### src/rtl/common_types.sv
// Shared types and constants for the SRAM controller slice.
// Size encoding, FSM states and the access legality check.
package common_types;

  localparam int SRAM_RD_LAT = 2;
  localparam int SRAM_DATA_W = 32;
  localparam int SRAM_ADDR_W = 32;

  typedef enum logic [1:0] {
    SZ_BYTE = 2'd0,
    SZ_HALF = 2'd1,
    SZ_WORD = 2'd2
  } mem_size_t;

  typedef enum logic [1:0] {
    IDLE  = 2'd0,
    WRITE = 2'd1,
    READ  = 2'd2,
    RESP  = 2'd3
  } ctrl_state_t;

  // Size 3 is illegal; HALF/WORD must be naturally aligned.
  function automatic logic bad_access(
    input logic [1:0] size,
    input logic [1:0] lo
  );
    return (size == 2'd3) ||
           ((size == SZ_HALF) && lo[0]) ||
           ((size == SZ_WORD) && (lo != 2'b00));
  endfunction

endpackage

### src/rtl/dyt_sram_if.sv
// Word-wide SRAM port bundle.
// The controller drives address/data/strobes, the memory returns read data.
interface dyt_sram_if;
  import common_types::*;

  logic [SRAM_ADDR_W-1:0]   sram_address;
  logic [SRAM_DATA_W-1:0]   sram_w_data;
  logic [SRAM_DATA_W/8-1:0] sram_wen;
  logic                     sram_ren;
  logic [SRAM_DATA_W-1:0]   sram_r_data;

  modport ctrl (
    output sram_address,
    output sram_w_data,
    output sram_wen,
    output sram_ren,
    input  sram_r_data
  );

  modport mem (
    input  sram_address,
    input  sram_w_data,
    input  sram_wen,
    input  sram_ren,
    output sram_r_data
  );
endinterface

### src/rtl/dyt_mem_align.sv
// Byte-lane steering between a 32-bit word SRAM and sub-word accesses.
// Pure combinational: write mask, store replication, load extract/extend.
module dyt_mem_align
  import common_types::*;
(
  input  logic [1:0]  i_size,
  input  logic [1:0]  i_lo,
  input  logic        i_uns,
  input  logic [31:0] i_wdata,
  input  logic [31:0] i_rraw,
  output logic [3:0]  o_wmask,
  output logic [31:0] o_wrep,
  output logic [31:0] o_rfmt
);

  logic [31:0] w_sh;

  assign w_sh = i_rraw >> {i_lo, 3'b000};

  // Lane mask and store data replicated into every lane.
  always_comb begin
    o_wmask = 4'b0000;
    o_wrep  = 32'h0;
    case (i_size)
      SZ_BYTE: begin
        o_wmask = 4'b0001 << i_lo;
        o_wrep  = {4{i_wdata[7:0]}};
      end
      SZ_HALF: begin
        o_wmask = 4'b0011 << i_lo;
        o_wrep  = {2{i_wdata[15:0]}};
      end
      SZ_WORD: begin
        o_wmask = 4'b1111;
        o_wrep  = i_wdata;
      end
      default: ;
    endcase
  end

  // Shift the addressed lane down and sign/zero extend it.
  always_comb begin
    o_rfmt = 32'h0;
    case (i_size)
      SZ_BYTE:
        o_rfmt = i_uns ? {24'h0, w_sh[7:0]}
                       : {{24{w_sh[7]}}, w_sh[7:0]};
      SZ_HALF:
        o_rfmt = i_uns ? {16'h0, w_sh[15:0]}
                       : {{16{w_sh[15]}}, w_sh[15:0]};
      SZ_WORD:
        o_rfmt = w_sh;
      default: ;
    endcase
  end

endmodule

### src/rtl/dyt_sram_ctrl.sv
// Single-outstanding load/store controller in front of a word SRAM.
// Request -> WRITE or READ (latency counted down) -> held response.
module dyt_sram_ctrl
  import common_types::*;
#(
  parameter int SRAM_READ_LATENCY = SRAM_RD_LAT
) (
  input  logic        clk,
  input  logic        rst,
  input  logic        req_valid,
  output logic        req_ready,
  input  logic        req_wen,
  input  logic [31:0] req_addr,
  input  logic [31:0] req_wdata,
  input  logic [1:0]  req_size,
  input  logic        req_unsigned,
  output logic        resp_valid,
  input  logic        resp_ready,
  output logic [31:0] resp_rdata,
  output logic        resp_err,
  dyt_sram_if.ctrl    sram_if
);

  localparam int CW = (SRAM_READ_LATENCY > 1) ?
                      $clog2(SRAM_READ_LATENCY) : 1;
  localparam logic [CW-1:0] CNT_INIT = CW'(SRAM_READ_LATENCY - 1);

  ctrl_state_t r_state;
  ctrl_state_t w_state_n;

  logic [31:0]   r_addr;
  logic [31:0]   r_wdata;
  logic [31:0]   r_rdata;
  logic [1:0]    r_size;
  logic          r_uns;
  logic          r_wen;
  logic          r_err;
  logic [CW-1:0] r_cnt;

  logic          w_acc;
  logic          w_bad;
  logic [3:0]    w_mask;
  logic [31:0]   w_wrep;
  logic [31:0]   w_rfmt;

  assign req_ready  = (r_state == IDLE);
  assign w_acc      = req_valid & req_ready;
  assign w_bad      = bad_access(req_size, req_addr[1:0]);
  assign resp_valid = (r_state == RESP);
  assign resp_rdata = r_rdata;
  assign resp_err   = r_err;

  dyt_mem_align u_align (
    .i_size  (r_size),
    .i_lo    (r_addr[1:0]),
    .i_uns   (r_uns),
    .i_wdata (r_wdata),
    .i_rraw  (sram_if.sram_r_data),
    .o_wmask (w_mask),
    .o_wrep  (w_wrep),
    .o_rfmt  (w_rfmt)
  );

  // SRAM strobes decoded from state so reset clears them at once.
  always_comb begin
    sram_if.sram_address = 32'h0;
    sram_if.sram_w_data  = 32'h0;
    sram_if.sram_wen     = 4'h0;
    sram_if.sram_ren     = 1'b0;
    case (r_state)
      WRITE: begin
        sram_if.sram_address = {2'b00, r_addr[31:2]};
        sram_if.sram_w_data  = w_wrep;
        sram_if.sram_wen     = w_mask;
      end
      READ: begin
        sram_if.sram_address = {2'b00, r_addr[31:2]};
        sram_if.sram_ren     = 1'b1;
      end
      default: ;
    endcase
  end

  // State register.
  always_ff @(posedge clk or posedge rst) begin
    if (rst) r_state <= IDLE;
    else     r_state <= w_state_n;
  end

  // Next-state logic.
  always_comb begin
    w_state_n = r_state;
    case (r_state)
      IDLE:
        if (req_valid) begin
          if (w_bad)        w_state_n = RESP;
          else if (req_wen) w_state_n = WRITE;
          else              w_state_n = READ;
        end
      WRITE: w_state_n = RESP;
      READ:  if (r_cnt == '0) w_state_n = RESP;
      RESP:  if (resp_ready) w_state_n = IDLE;
      default: w_state_n = IDLE;
    endcase
  end

  // Request capture, read countdown and response registers.
  always_ff @(posedge clk or posedge rst) begin
    if (rst) begin
      r_addr  <= 32'h0;
      r_wdata <= 32'h0;
      r_rdata <= 32'h0;
      r_size  <= 2'd0;
      r_uns   <= 1'b0;
      r_wen   <= 1'b0;
      r_err   <= 1'b0;
      r_cnt   <= '0;
    end else if (w_acc) begin
      r_addr  <= req_addr;
      r_wdata <= req_wdata;
      r_size  <= req_size;
      r_uns   <= req_unsigned;
      r_wen   <= req_wen;
      r_err   <= w_bad;
      r_rdata <= 32'h0;
      r_cnt   <= CNT_INIT;
    end else if (r_state == READ) begin
      if (r_cnt == '0) r_rdata <= w_rfmt;
      else             r_cnt   <= r_cnt - CW'(1);
    end else if (resp_valid && resp_ready) begin
      r_err   <= 1'b0;
      r_rdata <= 32'h0;
    end
  end

endmodule

### src/flat_wrapper.sv
// flat-port wrapper written by rule: the top's interface ports become plain ports
module dyt_sram_ctrl_flat import common_types::*;
#(
  parameter int SRAM_READ_LATENCY = SRAM_RD_LAT
)
  (clk, rst, req_valid, req_ready, req_wen, req_addr, req_wdata, req_size, req_unsigned, resp_valid, resp_ready, resp_rdata, resp_err, sram_if_sram_address, sram_if_sram_w_data, sram_if_sram_wen, sram_if_sram_ren, sram_if_sram_r_data);
  dyt_sram_if sram_if_i ();
  input  logic clk;
  input  logic rst;
  input  logic req_valid;
  output logic req_ready;
  input  logic req_wen;
  input  logic [31:0] req_addr;
  input  logic [31:0] req_wdata;
  input  logic [1:0] req_size;
  input  logic req_unsigned;
  output logic resp_valid;
  input  logic resp_ready;
  output logic [31:0] resp_rdata;
  output logic resp_err;
  output wire logic [$bits(sram_if_i.sram_address)-1:0] sram_if_sram_address;
  output wire logic [$bits(sram_if_i.sram_w_data)-1:0] sram_if_sram_w_data;
  output wire logic [$bits(sram_if_i.sram_wen)-1:0] sram_if_sram_wen;
  output wire logic [$bits(sram_if_i.sram_ren)-1:0] sram_if_sram_ren;
  input wire logic [$bits(sram_if_i.sram_r_data)-1:0] sram_if_sram_r_data;
  assign sram_if_sram_address = sram_if_i.sram_address;
  assign sram_if_sram_w_data = sram_if_i.sram_w_data;
  assign sram_if_sram_wen = sram_if_i.sram_wen;
  assign sram_if_sram_ren = sram_if_i.sram_ren;
  assign sram_if_i.sram_r_data = sram_if_sram_r_data;
  dyt_sram_ctrl #(.SRAM_READ_LATENCY(SRAM_READ_LATENCY)) u_core (.clk(clk), .rst(rst), .req_valid(req_valid), .req_ready(req_ready), .req_wen(req_wen), .req_addr(req_addr), .req_wdata(req_wdata), .req_size(req_size), .req_unsigned(req_unsigned), .resp_valid(resp_valid), .resp_ready(resp_ready), .resp_rdata(resp_rdata), .resp_err(resp_err), .sram_if(sram_if_i));
endmodule
### config.mk
export PLATFORM = sky130hd
export DESIGN_NAME = dyt_sram_ctrl_flat
export DESIGN_NICKNAME = d
export VERILOG_FILES = /design/src/rtl/common_types.sv /design/src/rtl/dyt_sram_if.sv /design/src/rtl/dyt_mem_align.sv /design/src/rtl/dyt_sram_ctrl.sv /design/src/flat_wrapper.sv
export SDC_FILE = /design/constraint.sdc
export NUM_CORES = 1
export LEC_CHECK = 0
export CORE_MARGIN = 8
export CORE_UTILIZATION = 40
export DETAILED_ROUTE_END_ITERATION = 10
export HOLD_SLACK_MARGIN = 0.05
export MAX_ROUTING_LAYER = met4
export PLACE_DENSITY = 0.77
export SYNTH_ARGS = -nofsm -noshare
export SYNTH_HDL_FRONTEND = slang
export SYNTH_SLANG_ARGS = --single-unit
export TNS_END_PERCENT = 20
### constraint.sdc
create_clock -name clk -period 3.15 [get_ports clk]
set_input_delay 0.63 -clock clk [delete_from_list [all_inputs] [get_ports clk]]
set_output_delay 0.63 -clock clk [all_outputs]
set_load 0.02 [all_outputs]
==> metrics.txt <==
Max rail drop VDD=589 uV; Die Y-Extent=132 um; share of the synthesized area in the top cell type=between 40 and 50%; Residual DRC=0; remaining global-route overflow=0; number of setup buffers added after CTS=0; Avg Synthesized Cell Area=about 11 sq um; CTS tree=built; Total Nets Final=between 700 and 800; number of different library cells in the post-synthesis netlist=40; hold buffers post-CTS=0; top cells by area in the synthesized netlist=sky130_fd_sc_hd__dfrtp_1, sky130_fd_sc_hd__mux2_2, sky130_fd_sc_hd__mux2i_1; share of the yosys chip area belonging to registers=~48%; final clock period utilization by the worst path=94.9%; endpoint class of the critical path=output pin; cell area after synthesis=approximately 0.0054 sq mm; async set or reset register ratio after synthesis=between 90% and 100%; routed wl met2=7.75 mm; critical path type=register to output pin; wire length per cell after detailed routing=19.3 um; post-synthesis cell type with the largest combined area=sky130_fd_sc_hd__dfrtp_1; overall power after layout=0.00849 W; number of clock buffers inserted by TritonCTS=9; count of flip-flops with a built-in enable after synthesis=0; Worst-path clk slew=about 0.07 ns; routed via count=about 4400; primary flip-flop cell chosen by synthesis mapping=sky130_fd_sc_hd__dfrtp_1; setup violation total in the final timing report=0; Max Clock Freq=between 300 and 400 MHz; slowest cell delay on critical path=between 0.7 and 0.8 ns; final worst clock skew=approximately 0.0058 ns; floorplan die area=~0.017 sq mm; CP max FO=16; Slowest-stage cell, CP=sky130_fd_sc_hd__dfrtp_1; clock root cell=sky130_fd_sc_hd__clkbuf_16; initial core utilization=about 41%; worst max-slew margin expressed relative to the limit=50.2%; horizontal extent of the die=about 130 um; H-tree depth=3; # rows=42; number of buffers on the longest clock path=2; actual transition at the worst max-transition pin=0.746 ns; wire length of the first global-routing pass=roughly 26 mm; via density per instance=roughly 5.1; kind of path behind the tightest hold check=register to register; top layer used by detailed routing=met4; data arrival time of the worst path=approximately 2.4 ns; number of synthesized register bits=around 100; DP HPWL=between 10 and 15 mm; buffers added on ports=205; Total GRT Usage=between 10% and 20%; cell count after synthesis=about 470; Pleak=about 3.3 nW; unrepaired setup endpoints after global routing=no; MaxCap Viol Count=0; nature of the critical path startpoint=register; min Tclk post-route=2.99 ns; Pwr Density=1070 mW/mm^2; WL final=16.3 mm; sum of negative setup slack=0 ns; violation count after the first detailed-route iteration=between 200 and 250; weighted congestion at the end of routability-driven global placement=between 0.9 and 1; total number of clock tree sinks=just over 100; number of antenna violations at the first check in global routing=1; placeable core region=approximately 0.013 sq mm; routed metal-1 wire length=~6.7 mm; post-route antenna net violation count=0; Post-CTS Resized=0; Pins Over Slew Limit=0; maximum number of pins on one net before global-route repair=43; met3 wire len=approximately 1.1 mm; final design utilization=between 50% and 60%; chain of cells forming the critical path=nand2_2 -> and2_1 -> o21a_1 -> clkdlybuf4s50_1; Layout area overhead=46.3%; CP Data Required Time=2.52 ns; Detailed Routing Iterations Pass 1=4; via count of the first global-routing pass=4920; share of layout cells above drive strength 1=between 10% and 20%; final hold violations=0; result of the run=finished clean; later-pin clock latency in the skew report=0.35 ns; Yosys Warn Count=0; top-level I/O count=208
## sequential cells by signal, indices dropped and copies added (netlist names)
name / count
u_core.r_uns: 1
u_core.r_cnt: 1
u_core.r_state: 2
u_core.resp_rdata: 32
u_core.r_addr: 32
u_core.r_wdata: 32
u_core.resp_err: 1
u_core.r_size: 2
## power breakdown
part | internal (W) | switching, W | total (W)
Sequential | 0.00193 | 0.000476 | 0.00241
Clock | 0.000563 | 0.000495 | 0.00106
Combinational | 0.00249 | 0.00253 | 0.00503
Total | 0.00499 | 0.00351 | 0.00849
## worst max-delay path, delay by kind of cell (launching register included)
kind,cells,cell delay [ns]
buf+inv,1,0.53
flops,1,0.77
simple gates,2,0.58
compound gates,1,0.12
## metal layers
metal	global-route usage (%)	vias up
met1	21.7	2075
met5	-	-
met4	10.3	0
met2	30.0	165
li1	-	2072
met3	6.90	45
## path summary, 6_finish.rpt
kind | slack (ns) | end | cells past startpoint | startpoint
worst max-delay path | 0.16 | sram_if_sram_wen[0] | 4 | u_core.r_size[0]$_DFFE_PP0P_
worst min-delay path | 0.49 | u_core.resp_rdata[14]$_DFFE_PP0P_ | 1 | u_core.resp_rdata[14]$_DFFE_PP0P_
worst max register to register | 0.85 | u_core.resp_rdata[24]$_DFFE_PP0P_ | 4 | u_core.r_size[0]$_DFFE_PP0P_
worst min register to register | 0.49 | u_core.resp_rdata[14]$_DFFE_PP0P_ | 1 | u_core.resp_rdata[14]$_DFFE_PP0P_
max in group asynchronous | 1.77 | u_core.resp_rdata[25]$_DFFE_PP0P_ | 3 | rst
min in group asynchronous | 0.74 | u_core.r_addr[23]$_DFFE_PP0P_ | 2 | rst
## metrics by stage
step | std cells | hold slack, ns | setup slack, ns | area, sq um
5_1_grt | 847 | 0.512 | 0.00207 | 7910
3_3_place_gp | 830 | 0.475 | 0.539 | 7620
2_1_floorplan | 475 | 0.471 | 0.987 | 5410
6_report | 847 | 0.492 | 0.159 | 7910
4_1_cts | 846 | 0.497 | 0.125 | 7910
3_5_place_dp | 830 | 0.477 | 0.522 | 7620
## cells in the final DEF, fill, tap and decap left out, types with 3 or more instances in the layout
cell	n
sky130_fd_sc_hd__mux2_2	75
sky130_fd_sc_hd__o21ai_0	9
sky130_fd_sc_hd__and2_1	32
sky130_fd_sc_hd__dfrtp_1	103
sky130_fd_sc_hd__a221o_1	16
sky130_fd_sc_hd__a21oi_1	41
sky130_fd_sc_hd__nand2_1	4
sky130_fd_sc_hd__and3_1	8
sky130_fd_sc_hd__nor2b_1	36
sky130_fd_sc_hd__mux2i_1	26
sky130_fd_sc_hd__nand3b_1	8
sky130_fd_sc_hd__ha_1	5
sky130_fd_sc_hd__clkbuf_16	9
sky130_fd_sc_hd__o21a_1	4
sky130_fd_sc_hd__inv_1	8
sky130_fd_sc_hd__clkdlybuf4s50_1	205
sky130_fd_sc_hd__nor2_1	20
sky130_fd_sc_hd__o2bb2ai_1	16
sky130_fd_sc_hd__buf_4	10
sky130_fd_sc_hd__clkinvlp_4	3
## cell type report
| type | count | area [sq um] |
|---|---|---|
| inverter | 9 | 37.5 |
| multi-input combinational | 325 | 2620 |
| timing repair buffer | 217 | 2170 |
| tap | 176 | 220 |
| sequential | 103 | 2580 |
| clock buffer | 11 | 243 |
| fill | 1085 | 5330 |
| clock inverter | 5 | 41.3 |
| antenna | 1 | 2.50 |
## synth_stat cells, drive strengths merged, types with 9 or more instances
cell type / instances
o2bb2ai: 16
nor2b: 36
inv: 9
mux2i: 26
o21ai: 10
a221o: 16
nor2: 20
dfrtp: 103
a21oi: 41
mux2: 75
buf: 13
and2: 32
clkbuf: 25
## cells by family (layout without fill, tap and decap cells)
kind of cell    count (synthesis)  in the layout  share of synthesized area (%)
compound gates                 97             97                           12.3
fa+ha+maj                       6              6                           1.39
other cells                     1              3                         0.0694
buf+inv                        47            242                           4.14
xor+xnor                        1              1                          0.162
mux                           102            102                           20.9
flops                         103            103                           47.7
simple gates                  117            117                           13.3
No activity file was read; power rests on OpenSTA's default activity.
